[src/rtl/remote_comm.sv]
// Host-side UART command link: sends a 16-bit command as two 8N1 bytes (high first)
// and receives single-byte responses. Optional macro: REMOTE_COMM_RX_SYNC_EN (2-flop RX synchroniser).
module remote_comm #(
  parameter int BAUD_DIV = 2604
) (
  input  logic        clk,
  input  logic        rst_n,      // active-high despite the name
  input  logic [15:0] cmd,
  input  logic        send_cmd,
  output logic        TX,
  input  logic        RX,
  output logic        cmd_sent,
  output logic        resp_rdy,
  output logic [7:0]  resp
);

  localparam logic [11:0] BAUD_LAST = 12'(BAUD_DIV - 1);
  localparam logic [11:0] HALF_LAST = 12'(BAUD_DIV / 2 - 1);

  typedef enum logic [1:0] {IDLE, TX_HIGH, TX_LOW} tx_state_t;
  typedef enum logic [1:0] {RX_IDLE, RX_START, RX_DATA, RX_STOP} rx_state_t;

  // ---------------- transmitter ----------------
  tx_state_t   tx_state_reg;
  logic [11:0] tx_baud_reg;
  logic [3:0]  tx_bit_reg;
  logic [15:0] hold_reg;
  logic        tx_reg;
  logic        cmd_sent_reg;
  logic [7:0]  tx_byte;

  assign tx_byte = (tx_state_reg == TX_HIGH) ? hold_reg[15:8] : hold_reg[7:0];

  // tx_bit_reg: 0 = start, 1..8 = data, 9 = stop; 10 is the closing cycle of the low byte
  always_ff @(posedge clk or posedge rst_n) begin
    if (rst_n) begin
      tx_state_reg <= IDLE;
      tx_baud_reg  <= '0;
      tx_bit_reg   <= '0;
      hold_reg     <= '0;
      tx_reg       <= 1'b1;
      cmd_sent_reg <= 1'b0;
    end else begin
      case (tx_state_reg)
        IDLE: begin
          tx_reg <= 1'b1;
          if (send_cmd) begin
            hold_reg     <= cmd;
            cmd_sent_reg <= 1'b0;
            tx_reg       <= 1'b0;
            tx_baud_reg  <= '0;
            tx_bit_reg   <= '0;
            tx_state_reg <= TX_HIGH;
          end
        end
        TX_HIGH, TX_LOW: begin
          if (tx_state_reg == TX_LOW && tx_bit_reg == 4'd10) begin
            cmd_sent_reg <= 1'b1;
            tx_state_reg <= IDLE;
          end else if (tx_baud_reg == BAUD_LAST) begin
            tx_baud_reg <= '0;
            if (tx_bit_reg == 4'd9) begin
              if (tx_state_reg == TX_HIGH) begin
                tx_reg       <= 1'b0;
                tx_bit_reg   <= '0;
                tx_state_reg <= TX_LOW;
              end else begin
                tx_bit_reg <= 4'd10;
              end
            end else begin
              tx_bit_reg <= tx_bit_reg + 4'd1;
              tx_reg     <= (tx_bit_reg == 4'd8) ? 1'b1 : tx_byte[tx_bit_reg[2:0]];
            end
          end else begin
            tx_baud_reg <= tx_baud_reg + 12'd1;
          end
        end
        default: tx_state_reg <= IDLE;
      endcase
    end
  end

  assign TX       = tx_reg;
  assign cmd_sent = cmd_sent_reg;

  // ---------------- receiver input stage ----------------
  logic rx_s;
`ifdef REMOTE_COMM_RX_SYNC_EN
  logic rx_meta_reg;
  logic rx_sync_reg;
  always_ff @(posedge clk or posedge rst_n) begin
    if (rst_n) begin
      rx_meta_reg <= 1'b1;
      rx_sync_reg <= 1'b1;
    end else begin
      rx_meta_reg <= RX;
      rx_sync_reg <= rx_meta_reg;
    end
  end
`else
  logic rx_sync_reg;
  always_ff @(posedge clk or posedge rst_n) begin
    if (rst_n) rx_sync_reg <= 1'b1;
    else       rx_sync_reg <= RX;
  end
`endif
  assign rx_s = rx_sync_reg;

  // ---------------- receiver ----------------
  rx_state_t   rx_state_reg;
  logic [11:0] rx_baud_reg;
  logic [3:0]  rx_bit_reg;
  logic [7:0]  rx_shift_reg;
  logic [7:0]  resp_reg;
  logic        resp_rdy_reg;

  always_ff @(posedge clk or posedge rst_n) begin
    if (rst_n) begin
      rx_state_reg <= RX_IDLE;
      rx_baud_reg  <= '0;
      rx_bit_reg   <= '0;
      rx_shift_reg <= '0;
      resp_reg     <= '0;
      resp_rdy_reg <= 1'b0;
    end else begin
      case (rx_state_reg)
        RX_IDLE: begin
          if (!rx_s) begin
            resp_rdy_reg <= 1'b0;
            rx_baud_reg  <= '0;
            rx_state_reg <= RX_START;
          end
        end
        RX_START: begin
          // re-check the line half a bit in; a high level means the low pulse was a glitch
          if (rx_baud_reg == HALF_LAST) begin
            rx_baud_reg <= '0;
            rx_bit_reg  <= '0;
            rx_state_reg <= rx_s ? RX_IDLE : RX_DATA;
          end else begin
            rx_baud_reg <= rx_baud_reg + 12'd1;
          end
        end
        RX_DATA: begin
          if (rx_baud_reg == BAUD_LAST) begin
            rx_baud_reg  <= '0;
            rx_shift_reg <= {rx_s, rx_shift_reg[7:1]};
            if (rx_bit_reg == 4'd7) rx_state_reg <= RX_STOP;
            else                    rx_bit_reg   <= rx_bit_reg + 4'd1;
          end else begin
            rx_baud_reg <= rx_baud_reg + 12'd1;
          end
        end
        RX_STOP: begin
          if (rx_baud_reg == BAUD_LAST) begin
            rx_baud_reg  <= '0;
            rx_state_reg <= RX_IDLE;
            if (rx_s) begin
              resp_reg     <= rx_shift_reg;
              resp_rdy_reg <= 1'b1;
            end
          end else begin
            rx_baud_reg <= rx_baud_reg + 12'd1;
          end
        end
        default: rx_state_reg <= RX_IDLE;
      endcase
    end
  end

  assign resp     = resp_reg;
  assign resp_rdy = resp_rdy_reg;

endmodule

[config.mk]
export PLATFORM = sky130hd
export DESIGN_NAME = remote_comm
export DESIGN_NICKNAME = d
export VERILOG_FILES = /design/src/rtl/remote_comm.sv
export SDC_FILE = /design/constraint.sdc
export NUM_CORES = 1
export LEC_CHECK = 0
export CELL_PAD_IN_SITES_DETAIL_PLACEMENT = 0
export CELL_PAD_IN_SITES_GLOBAL_PLACEMENT = 2
export CORE_MARGIN = 4
export CORE_UTILIZATION = 33
export CTS_BUF_LIST = sky130_fd_sc_hd__clkbuf_16
export CTS_CLUSTER_DIAMETER = 80
export CTS_CLUSTER_SIZE = 10
export DETAILED_ROUTE_END_ITERATION = 8
export PLACE_DENSITY = 0.77
export SYNTH_ARGS = -nofsm -noshare
export SYNTH_HDL_FRONTEND = slang
export SYNTH_SLANG_ARGS = --single-unit
export TNS_END_PERCENT = 10
[constraint.sdc]
create_clock -name clk -period 2.4 [get_ports clk]
set_input_delay 0.48 -clock clk [delete_from_list [all_inputs] [get_ports clk]]
set_output_delay 0.48 -clock clk [all_outputs]
set_load 0.01 [all_outputs]
==> reports/metrics.csv <==
stage;metric;value;unit
global_routing;grtUsageTotal;13.33;%
global_routing;grt_antenna_before_repair;0;
run;max_cap_violations;0;
global_routing;grt_pass1_wl;14080;um
critical_path;cp_max_fo;7;
die;fp-row-count;38;
yosys;syn_avg_cell_area;10.68;um^2
sta;fin_hold_ws;0.5018;ns
critical_path;critical_path_class;reg2reg;
route;post_drt_wl_per_cell;14.92;um
layout;final_nets;432;
yosys;syn-cell-area;3804;um^2
place;pre_cts_ws;0.1261;ns
place;dpl_cell_area;4365;um^2
die;ios;31;
sta;drv_slew;0;
sta;rsz0062_at_grt;no;
layout;fill_cells;1079;
critical_path;cp_slowest_cell;or4b_4;
yosys;syn_inst;356;
sta;finalSetupTns;0;ns
route;drt_iter0_markers;116;
clocking;clkSinkCount;72;
critical_path;required;2.66;ns
sta;worst_slack;0.1955;ns
run_status;outcome;finished clean;
clocking;cts_buffers;9;
layout;design_area;4677;um^2
route;ant_nets;0;
layout;antenna_cells;0;
clocking;clk_latency;0.33;ns
yosys;yosysSeqAreaShare;47.43;%
route;viasPerCell;5.317;
place;routabilityCongestion;0.7593;
layout;drive_gt1_share;19.75;%
place;io_buffer_count;30;
layout;instances_no_fill;545;
clocking;clk_pin_slew;0.06;ns
clocking;ctsHoldBuffers;0;
power;p_per_area;1034;nW/um^2
clocking;clk_path_buf_depth;2;
sta;setup_violations;0;
power;irDropWorstVdd;0.0007465;V
sta;hold_viol;0;
route;post-route-drc-count;0;
critical_path;start_kind;flip-flop;
critical_path;slowest_delay;0.56;ns
die;core;11080;um^2
layout;final_cell_mix;dfrtp_1 (70), mux2_2 (34), clkdlybuf4s50_1 (30);
clocking;clock-root-buffer;clkbuf_16;
yosys;netlist-cell-type-count;55;
yosys;synth_flop_cell;dfrtp_1;
die;die_y;115.4;um
critical_path;critPathCaptureType;flip-flop;
global_routing;use_met2;21.41;%
layout;areaGrowthSynthToFinish;22.96;%
route;drt_wl_total;8131;um
die;die_area;13310;um^2
die;start_util;34.33;%
layout;postLayoutCoreUtil;42.22;%
sta;fin_worst_skew;0.006428;ns
global_routing;use_met3;4.000;%
global_routing;grt_max_degree;73;
clocking;cts_tree;done;
yosys;async_flop_share;100.0;%
global_routing;gr-total-overflow;0;
clocking;cts_resized;0;
global_routing;grt_pass1_vias;2876;
sta;max_freq;453.6;MHz
layout;largest_reg_flops;16;
global_routing;grt_use_met1;17.41;%
die;die_w;115.4;um
clocking;cts.htree.levels;3;
place;hpwl;5704;um
clocking;cts_setup_buffers;0;
route;vias;2898;
yosys;synth_warnings;0;
yosys;ys_seq_elements;72;
power;fin_total_pwr;4.836;mW
global_routing;top_usage_layer;met2;
sta;slew_headroom;60.72;%
critical_path;cp_data_arrival_time;2.46;ns
place;place_inst;529;
sta;worstMarginPinSlew;0.5810;ns
layout;mostFrequentLayoutCell;dfrtp_1;
route;dr.pass1.iters;4;
power;p_leak;1.979;nW
sta;period_minus_slack;2.205;ns
critical_path;path_cells;or4b_4 -> o41a_4 -> a311oi_2 -> mux2_2;
min_path;hp-class;reg2reg;
sta;finalCritPeriodShare;91.86;%
yosys;syn-num-nets;388;
yosys;synth-edff-count;0;
[worst paths after layout]
check,from,to,slack (ns),cells past startpoint
max,tx_baud_reg[7],TX,0.20,4
min,hold_reg[10],hold_reg[10],0.50,1
max reg2reg,tx_baud_reg[7],TX,0.20,4
min reg2reg,hold_reg[10],hold_reg[10],0.50,1
max in group asynchronous,rst_n,rx_s,1.48,3
min in group asynchronous,rst_n,tx_baud_reg[10],0.55,3
[critical path: cells and delay by family, from the launching register on]
family	cells	cell delay, ns
multiplexers	1	0.36
AO/OA/AOI/OAI	2	0.78
AND/OR/NAND/NOR	1	0.56
flip-flops	1	0.44
[cells by family (layout without fill, tap and decap cells)]
| group | after synthesis | in the layout | share of synthesized area (%) |
|---|---|---|---|
| AND/OR/NAND/NOR | 107 | 107 | 16.15 |
| AO/OA/AOI/OAI | 88 | 88 | 15.82 |
| flip-flops | 72 | 72 | 47.43 |
| multiplexers | 40 | 40 | 12.96 |
| buffers and inverters | 37 | 86 | 3.684 |
| adder cells (fa/ha/maj) | 12 | 12 | 3.947 |
[metal layers]
metal / share of wire, % / routed length [um]
met1: 48 / 3902
met2: 48 / 3888
met3: 2.9 / 239
met4: 1.2 / 100
met5: 0 / 0
[cell usage after synthesis, types with 2 or more instances]
cell type,number,area share [%]
o2111ai_1,2,0.46
mux2_2,34,10
and3_1,3,0.49
ha_1,12,3.9
o32ai_1,3,0.69
a31oi_1,2,0.33
or3_1,6,0.99
a21o_1,2,0.39
o21ai_0,19,2.5
inv_1,23,2.3
nand3_1,12,1.6
or4_1,9,1.8
o211ai_1,6,1.2
nand4_1,5,0.82
nor2_1,17,1.7
nand2_1,20,2.0
a21oi_1,18,2.4
nor3_1,2,0.26
nor3b_1,2,0.39
nand4b_1,3,0.69
clkbuf_1,13,1.3
nor4_1,4,0.66
o31ai_1,9,1.8
nor4b_1,2,0.46
mux4_2,4,2.4
or2_2,2,0.33
and4_1,3,0.69
a22oi_1,6,1.2
dfstp_2,2,1.4
and2_1,5,0.82
a311oi_1,2,0.46
mux2i_1,2,0.53
o22ai_1,3,0.49
o21bai_1,6,1.2
dfrtp_1,70,46
nand2b_1,4,0.66
[layout make-up]
cell class | instances | area [um^2] | area share (%)
inverter | 23 | 86.33 | 1.846
sequential | 72 | 1804 | 38.58
clock inverter | 7 | 86.33 | 1.846
tap | 140 | 175.2 | 3.745
clock buffer | 9 | 225.2 | 4.815
multi-input combinational | 247 | 1859 | 39.75
timing repair buffer | 47 | 440.4 | 9.417
[where the power goes]
part	switching, mW	internal (mW)	total, mW
clock	0.499	0.902	1.40
sequential	0.203	1.50	1.70
combinational	0.919	0.815	1.73
total	1.62	3.22	4.84
Power figures use the tool's default switching activity.
